`src/rtl/bcd_serial_adder_if.sv`:
```
// Operand/result bundle for the digit-serial BCD adder.
// Optional subtract control is present only when BCD_SUB_EN is defined.
interface bcd_serial_adder_if #(
  parameter int NDIGITS = 4
);
  localparam int W = 4 * NDIGITS;

  logic         start;
  logic [W-1:0] a;
  logic [W-1:0] b;
`ifdef BCD_SUB_EN
  logic         sub;
`endif
  logic         busy;
  logic         done;
  logic [W-1:0] sum;
  logic         cout;
  logic         invalid;

`ifdef BCD_SUB_EN
  modport master (output start, a, b, sub, input busy, done, sum, cout, invalid);
  modport slave  (input start, a, b, sub, output busy, done, sum, cout, invalid);
`else
  modport master (output start, a, b, input busy, done, sum, cout, invalid);
  modport slave  (input start, a, b, output busy, done, sum, cout, invalid);
`endif
endinterface

```
`src/rtl/bcd_serial_adder.sv`:
```
// Digit-serial N-digit BCD adder: one digit per clock, LSD first, then a one-cycle Done.
// Define BCD_SUB_EN to add A-B via nine's complement of B with an initial carry of 1.
module bcd_serial_adder #(
  parameter int NDIGITS = 4,
  parameter int CNTW    = 4
) (
  input  logic              clk_i,
  input  logic              rst_i,
  bcd_serial_adder_if.slave bus_io
);
  localparam int              W        = 4 * NDIGITS;
  localparam logic [CNTW-1:0] LAST_IDX = CNTW'(NDIGITS - 1);

  typedef enum logic [1:0] {S_IDLE, S_ADD, S_DONE} state_e;

  state_e          state_q, state_d;
  logic [W-1:0]    a_q, a_d, b_q, b_d;
  logic [W-1:0]    sum_q, sum_d;
  logic            carry_q, carry_d;
  logic            cout_q, cout_d;
  logic            inv_q, inv_d;
  logic [CNTW-1:0] idx_q, idx_d;
  logic [3:0]      b_dig;
  logic [4:0]      dres;
`ifdef BCD_SUB_EN
  logic            sub_q, sub_d;
`endif

  // Returns {carry, digit}; digits above 9 still follow the T>9 rule, uncorrected.
  function automatic logic [4:0] digit_add(input logic [3:0] x, input logic [3:0] y,
                                           input logic cin);
    logic [4:0] t;
    t = {1'b0, x} + {1'b0, y} + {4'b0000, cin};
    if (t > 5'd9) digit_add = {1'b1, 4'(t - 5'd10)};
    else          digit_add = {1'b0, t[3:0]};
  endfunction

  function automatic logic has_bad_digit(input logic [W-1:0] x);
    has_bad_digit = 1'b0;
    for (int i = 0; i < NDIGITS; i++) begin
      if (x[4*i +: 4] > 4'd9) has_bad_digit = 1'b1;
    end
  endfunction

  always_comb begin
    state_d = state_q;
    a_d     = a_q;
    b_d     = b_q;
    sum_d   = sum_q;
    carry_d = carry_q;
    cout_d  = cout_q;
    inv_d   = inv_q;
    idx_d   = idx_q;
`ifdef BCD_SUB_EN
    sub_d   = sub_q;
    b_dig   = sub_q ? (4'd9 - b_q[3:0]) : b_q[3:0];
`else
    b_dig   = b_q[3:0];
`endif
    dres    = digit_add(a_q[3:0], b_dig, carry_q);

    case (state_q)
      S_IDLE: begin
        if (bus_io.start) begin
          a_d     = bus_io.a;
          b_d     = bus_io.b;
          sum_d   = '0;
          idx_d   = '0;
          inv_d   = has_bad_digit(bus_io.a) | has_bad_digit(bus_io.b);
`ifdef BCD_SUB_EN
          sub_d   = bus_io.sub;
          carry_d = bus_io.sub;
`else
          carry_d = 1'b0;
`endif
          state_d = S_ADD;
        end
      end
      S_ADD: begin
        // Operand copies shift right so the current digit is always in bits [3:0].
        a_d     = a_q >> 4;
        b_d     = b_q >> 4;
        carry_d = dres[4];
        for (int i = 0; i < NDIGITS; i++) begin
          if (idx_q == CNTW'(i)) sum_d[4*i +: 4] = dres[3:0];
        end
        if (idx_q == LAST_IDX) begin
          cout_d  = dres[4];
          state_d = S_DONE;
        end else begin
          idx_d = idx_q + CNTW'(1);
        end
      end
      S_DONE:  state_d = S_IDLE;
      default: state_d = S_IDLE;
    endcase
  end

  always_ff @(posedge clk_i) begin
    if (rst_i) begin
      state_q <= S_IDLE;
      sum_q   <= '0;
      carry_q <= 1'b0;
      cout_q  <= 1'b0;
      inv_q   <= 1'b0;
      idx_q   <= '0;
    end else begin
      state_q <= state_d;
      sum_q   <= sum_d;
      carry_q <= carry_d;
      cout_q  <= cout_d;
      inv_q   <= inv_d;
      idx_q   <= idx_d;
    end
    a_q <= a_d;
    b_q <= b_d;
`ifdef BCD_SUB_EN
    sub_q <= sub_d;
`endif
  end

  assign bus_io.busy    = (state_q == S_ADD);
  assign bus_io.done    = (state_q == S_DONE);
  assign bus_io.sum     = sum_q;
  assign bus_io.cout    = cout_q;
  assign bus_io.invalid = inv_q;
endmodule
```
`src/flat_wrapper.sv`:
```
// flat-port wrapper written by rule: the top's interface ports become plain ports
module bcd_serial_adder_flat 
#(
  parameter int NDIGITS = 4,
  parameter int CNTW    = 4
)
  (clk_i, rst_i, bus_io_start, bus_io_a, bus_io_b, bus_io_busy, bus_io_done, bus_io_sum, bus_io_cout, bus_io_invalid);
  bcd_serial_adder_if #(.NDIGITS(NDIGITS)) bus_io_i ();
  input  logic clk_i;
  input  logic rst_i;
  input wire logic [$bits(bus_io_i.start)-1:0] bus_io_start;
  input wire logic [$bits(bus_io_i.a)-1:0] bus_io_a;
  input wire logic [$bits(bus_io_i.b)-1:0] bus_io_b;
  output wire logic [$bits(bus_io_i.busy)-1:0] bus_io_busy;
  output wire logic [$bits(bus_io_i.done)-1:0] bus_io_done;
  output wire logic [$bits(bus_io_i.sum)-1:0] bus_io_sum;
  output wire logic [$bits(bus_io_i.cout)-1:0] bus_io_cout;
  output wire logic [$bits(bus_io_i.invalid)-1:0] bus_io_invalid;
  assign bus_io_i.start = bus_io_start;
  assign bus_io_i.a = bus_io_a;
  assign bus_io_i.b = bus_io_b;
  assign bus_io_busy = bus_io_i.busy;
  assign bus_io_done = bus_io_i.done;
  assign bus_io_sum = bus_io_i.sum;
  assign bus_io_cout = bus_io_i.cout;
  assign bus_io_invalid = bus_io_i.invalid;
  bcd_serial_adder #(.NDIGITS(NDIGITS), .CNTW(CNTW)) u_core (.clk_i(clk_i), .rst_i(rst_i), .bus_io(bus_io_i));
endmodule
```
`config.mk`:
```
export PLATFORM = sky130hd
export DESIGN_NAME = bcd_serial_adder_flat
export DESIGN_NICKNAME = d
export VERILOG_FILES = /design/src/rtl/bcd_serial_adder_if.sv /design/src/rtl/bcd_serial_adder.sv /design/src/flat_wrapper.sv
export SDC_FILE = /design/constraint.sdc
export NUM_CORES = 1
export LEC_CHECK = 0
export ABC_AREA = 1
export BUFFER_PORTS_ARGS = -buffer_cell sky130_fd_sc_hd__buf_2
export CELL_PAD_IN_SITES_DETAIL_PLACEMENT = 1
export CELL_PAD_IN_SITES_GLOBAL_PLACEMENT = 2
export CORE_MARGIN = 2
export CORE_UTILIZATION = 35
export DETAILED_ROUTE_END_ITERATION = 8
export MAX_ROUTING_LAYER = met4
export PLACE_DENSITY = 0.89
export SETUP_SLACK_MARGIN = 0.15
export SLEW_MARGIN = 5
export SYNTH_ARGS = -nofsm -noshare
export SYNTH_HDL_FRONTEND = slang
export SYNTH_SLANG_ARGS = --single-unit
```
`constraint.sdc`:
```
create_clock -name clk_i -period 4.5 [get_ports clk_i]
set_clock_uncertainty 0.15 [all_clocks]
set_input_delay 0 -clock clk_i [delete_from_list [all_inputs] [get_ports clk_i]]
set_output_delay 0 -clock clk_i [all_outputs]
set_load 0.02 [all_outputs]
```
==> results.sh <==
export IMPL_outcome="finished, final reports clean"
export IMPL_r2r_end="u_core.bus_io.sum[6]$_SDFFE_PP0P_"
export IMPL_dr_pass1_iters=4
export IMPL_clock_root_buffer="clkbuf_8"
export IMPL_final_max_slew_violation_count=0
export IMPL_powerDensity_mw_per_mm2=399.4
export IMPL_fp_row_count=31
export IMPL_boundaryPins=55
export IMPL_synth_nets=353
export IMPL_final_setup_tns_ps=0
export IMPL_clock_path_buffers=2
export IMPL_hp_class="register to register"
export IMPL_grt_max_degree=44
export IMPL_finalWirelength_mm=6.953
export IMPL_post_route_util_pct=48.56
export IMPL_initial_utilization_pct=36.49
export IMPL_yosys_warnings=0
export IMPL_syn_inst=308
export IMPL_stdcell_area_mm2=0.003560
export IMPL_rrSetupSlack_ps=1860
export IMPL_clkSinkCount=57
export IMPL_die_area_mm2=0.008359
export IMPL_cp_required_ps=4610
export IMPL_layout_common_cells="98 x nand2_1, 54 x buf_2, 34 x dlygate4sd3_1"
export IMPL_worst_pin_slew_ps=479.5
export IMPL_antenna_found_initial=0
export IMPL_path_clk_slew_ps=70
export IMPL_num_antenna_cells=0
export IMPL_nets=444
export IMPL_num_vias=2378
export IMPL_slew_headroom_pct=67.96
export IMPL_io_buffers=54
export IMPL_leakagePower_nw=1.638
export IMPL_worstRegToRegCells=11
export IMPL_die_w_um=91.43
export IMPL_maxCapViolCount=0
export IMPL_critical_path_startpoint_type="register"
export IMPL_synth_edf_count=32
export IMPL_synth_top_flop_cell="edfxtp_1"
export IMPL_clock_latency_ps=320
export IMPL_grtUsageTotal_pct=18.44
export IMPL_drt_wirelength_per_cell_um=13.82
export IMPL_cts_tree="built"
export IMPL_slowest_delay_ps=550
export IMPL_cts_htree_levels=3
export IMPL_placed_area_mm2=0.003033
export IMPL_drc=0
export IMPL_pre_cts_slack_ps=1867
export IMPL_path_max_fanout=4
export IMPL_rr_startpoint="u_core.b_q[0]$_DFFE_PP_"
export IMPL_crit_buf_inv=2
export IMPL_worst_slack_ps=1860
export IMPL_slowest_stage="fa_1"
export IMPL_grt_use_met1_pct=21.24
export IMPL_setup_violations_final=0
export IMPL_use_met3_pct=3.402
export IMPL_drive_above_1_share_pct=21.78
export IMPL_syn_to_final_growth_pct=33.07
export IMPL_viasPerCell=4.728
export IMPL_cpLargestDelayFamily="adder cells"
export IMPL_dieHeight_um=91.43
export IMPL_synth_cell_types=26
export IMPL_syn_area_mm2=0.002675
export IMPL_grt_pass1_vias=2537
export IMPL_arrival_ps=2750
export IMPL_clock_fmax_ghz=0.3788
export IMPL_synth_seq_cells=57
export IMPL_seq_area_frac_synth_pct=54.63
export IMPL_period_share_pct=58.67
export IMPL_gp_congestion=0.7458
export IMPL_cts_setup_buffers=0
export IMPL_grt_util_met2_pct=31.50
export IMPL_whs_path_depth=2
export IMPL_busiest_layer="met2"
export IMPL_grt_pass1_wl_mm=11.84
export IMPL_syn_mean_instance_area_um2=8.685
export IMPL_place_hpwl_mm=4.461
export IMPL_drt_iter0_markers=122
export IMPL_final_common_cell="nand2_1"
export IMPL_hold_end="u_core.bus_io.sum[12]$_SDFFE_PP0P_"
export IMPL_overflow=0
export IMPL_worstHoldStart="u_core.bus_io.sum[12]$_SDFFE_PP0P_"
export IMPL_synth_async_sr_flop_share_pct=0
export IMPL_layout_min_cycle_time_ps=2640
export IMPL_setup_worst_path_class="register to register"
export IMPL_core_area_mm2=0.007331
export IMPL_hold_viol=0
export IMPL_vdd_ir_drop_worst_uv=158.8
export IMPL_rsz0062_at_grt="false"
export IMPL_ant_nets=0
export IMPL_cp_end_kind="register"
export IMPL_crit_chain="fa_1, fa_1, inv_1, ha_1, inv_1, nor2_1, a21oi_2, nand2_2, nand3_1, nand3_2, a21oi_1"
export IMPL_numCtsBuffers=9
## sequential cells by signal, indices dropped and copies added (netlist names)
signal / flops
u_core.bus_io.cout: 1
u_core.state_q: 2
u_core.bus_io.sum: 16
u_core.a_q: 16
u_core.idx_q: 4
u_core.bus_io.invalid: 1
u_core.carry_q: 1
u_core.b_q: 16
## cell usage after synthesis (2+ instances only)
| library cell | instances | area, um^2 |
|---|---|---|
| buf_2 | 2 | 10.01 |
| nor2_1 | 20 | 75.07 |
| inv_1 | 26 | 97.59 |
| nand2_2 | 8 | 50.05 |
| nand2_1 | 98 | 367.9 |
| a21oi_2 | 2 | 17.52 |
| buf_1 | 2 | 7.510 |
| clkbuf_1 | 3 | 11.26 |
| inv_2 | 4 | 15.01 |
| nand3_1 | 14 | 70.07 |
| fa_1 | 2 | 40.04 |
| buf_4 | 2 | 15.01 |
| o21ai_0 | 21 | 105.1 |
| ha_1 | 8 | 100.1 |
| dfxtp_1 | 25 | 500.5 |
| nand3_2 | 2 | 20.02 |
| a21oi_1 | 26 | 130.1 |
| nor3_1 | 4 | 20.02 |
| edfxtp_1 | 32 | 960.9 |
## cell type report
class,count,area (um^2)
Clock buffer,10,127.6
Clock inverter,6,58.81
Fill cell,868,3771
Inverter,31,118.9
Multi-Input combinational cell,211,1051
Sequential cell,57,1461
Tap cell,99,123.9
Timing Repair Buffer,89,618.1
## per-stage QoR
stage / instances / hold WS, ps / total power, mW
floorplan: 308 / 35.56 / 0.8609
global placement: 453 / 124.7 / 0.9383
detailed placement: 453 / 129.2 / 0.9509
CTS: 503 / 322.5 / 1.430
global route: 503 / 350.6 / 1.502
finish: 503 / 325.0 / 1.422
## per-layer routing
metal | vias up | wire (um)
met4 | 0 | 103
met5 | - | 0
met3 | 8 | 211
met1 | 1128 | 3004
met2 | 47 | 3634
li1 | 1195 | -
## tightest hold or removal path, cell delays in order (launching register included)
cell	delay [ps]
dfxtp_1	310
nand2_1	60
a21oi_1	60
## timing repair
action,CTS,global route
hold buffers,34,0
resized for setup,0,0
endpoints found under the hold margin,43,0
setup endpoints to repair,0,0
## report_power, final
part / internal (mW) / switching (mW)
combinational: 0.118 / 0.208
clock: 0.252 / 0.205
sequential: 0.617 / 0.0228
## worst max path at each step
stage                            start                                 end  slack, ps  cells past startpoint
6_report       u_core.b_q[0]$_DFFE_PP_   u_core.bus_io.sum[6]$_SDFFE_PP0P_       1860                     11
5_1_grt        u_core.b_q[0]$_DFFE_PP_   u_core.bus_io.sum[2]$_SDFFE_PP0P_       1680                     14
4_1_cts        u_core.b_q[0]$_DFFE_PP_   u_core.bus_io.sum[7]$_SDFFE_PP0P_       1860                     12
3_5_place_dp   u_core.b_q[0]$_DFFE_PP_   u_core.bus_io.sum[7]$_SDFFE_PP0P_       1870                     12
3_3_place_gp   u_core.b_q[0]$_DFFE_PP_  u_core.bus_io.sum[11]$_SDFFE_PP0P_       1970                     12
2_1_floorplan  u_core.b_q[0]$_DFFE_PP_  u_core.bus_io.sum[11]$_SDFFE_PP0P_       2080                     12
## kinds of logic after synthesis
kind of cell,after synthesis,share of synthesized area [%]
AND/OR/NAND/NOR,150,24.04
buffers and inverters,40,6.080
adder cells (fa/ha/maj),10,5.239
AO/OA/AOI/OAI,51,10.01
flip-flops,57,54.63
Power figures use the tool's default switching activity.
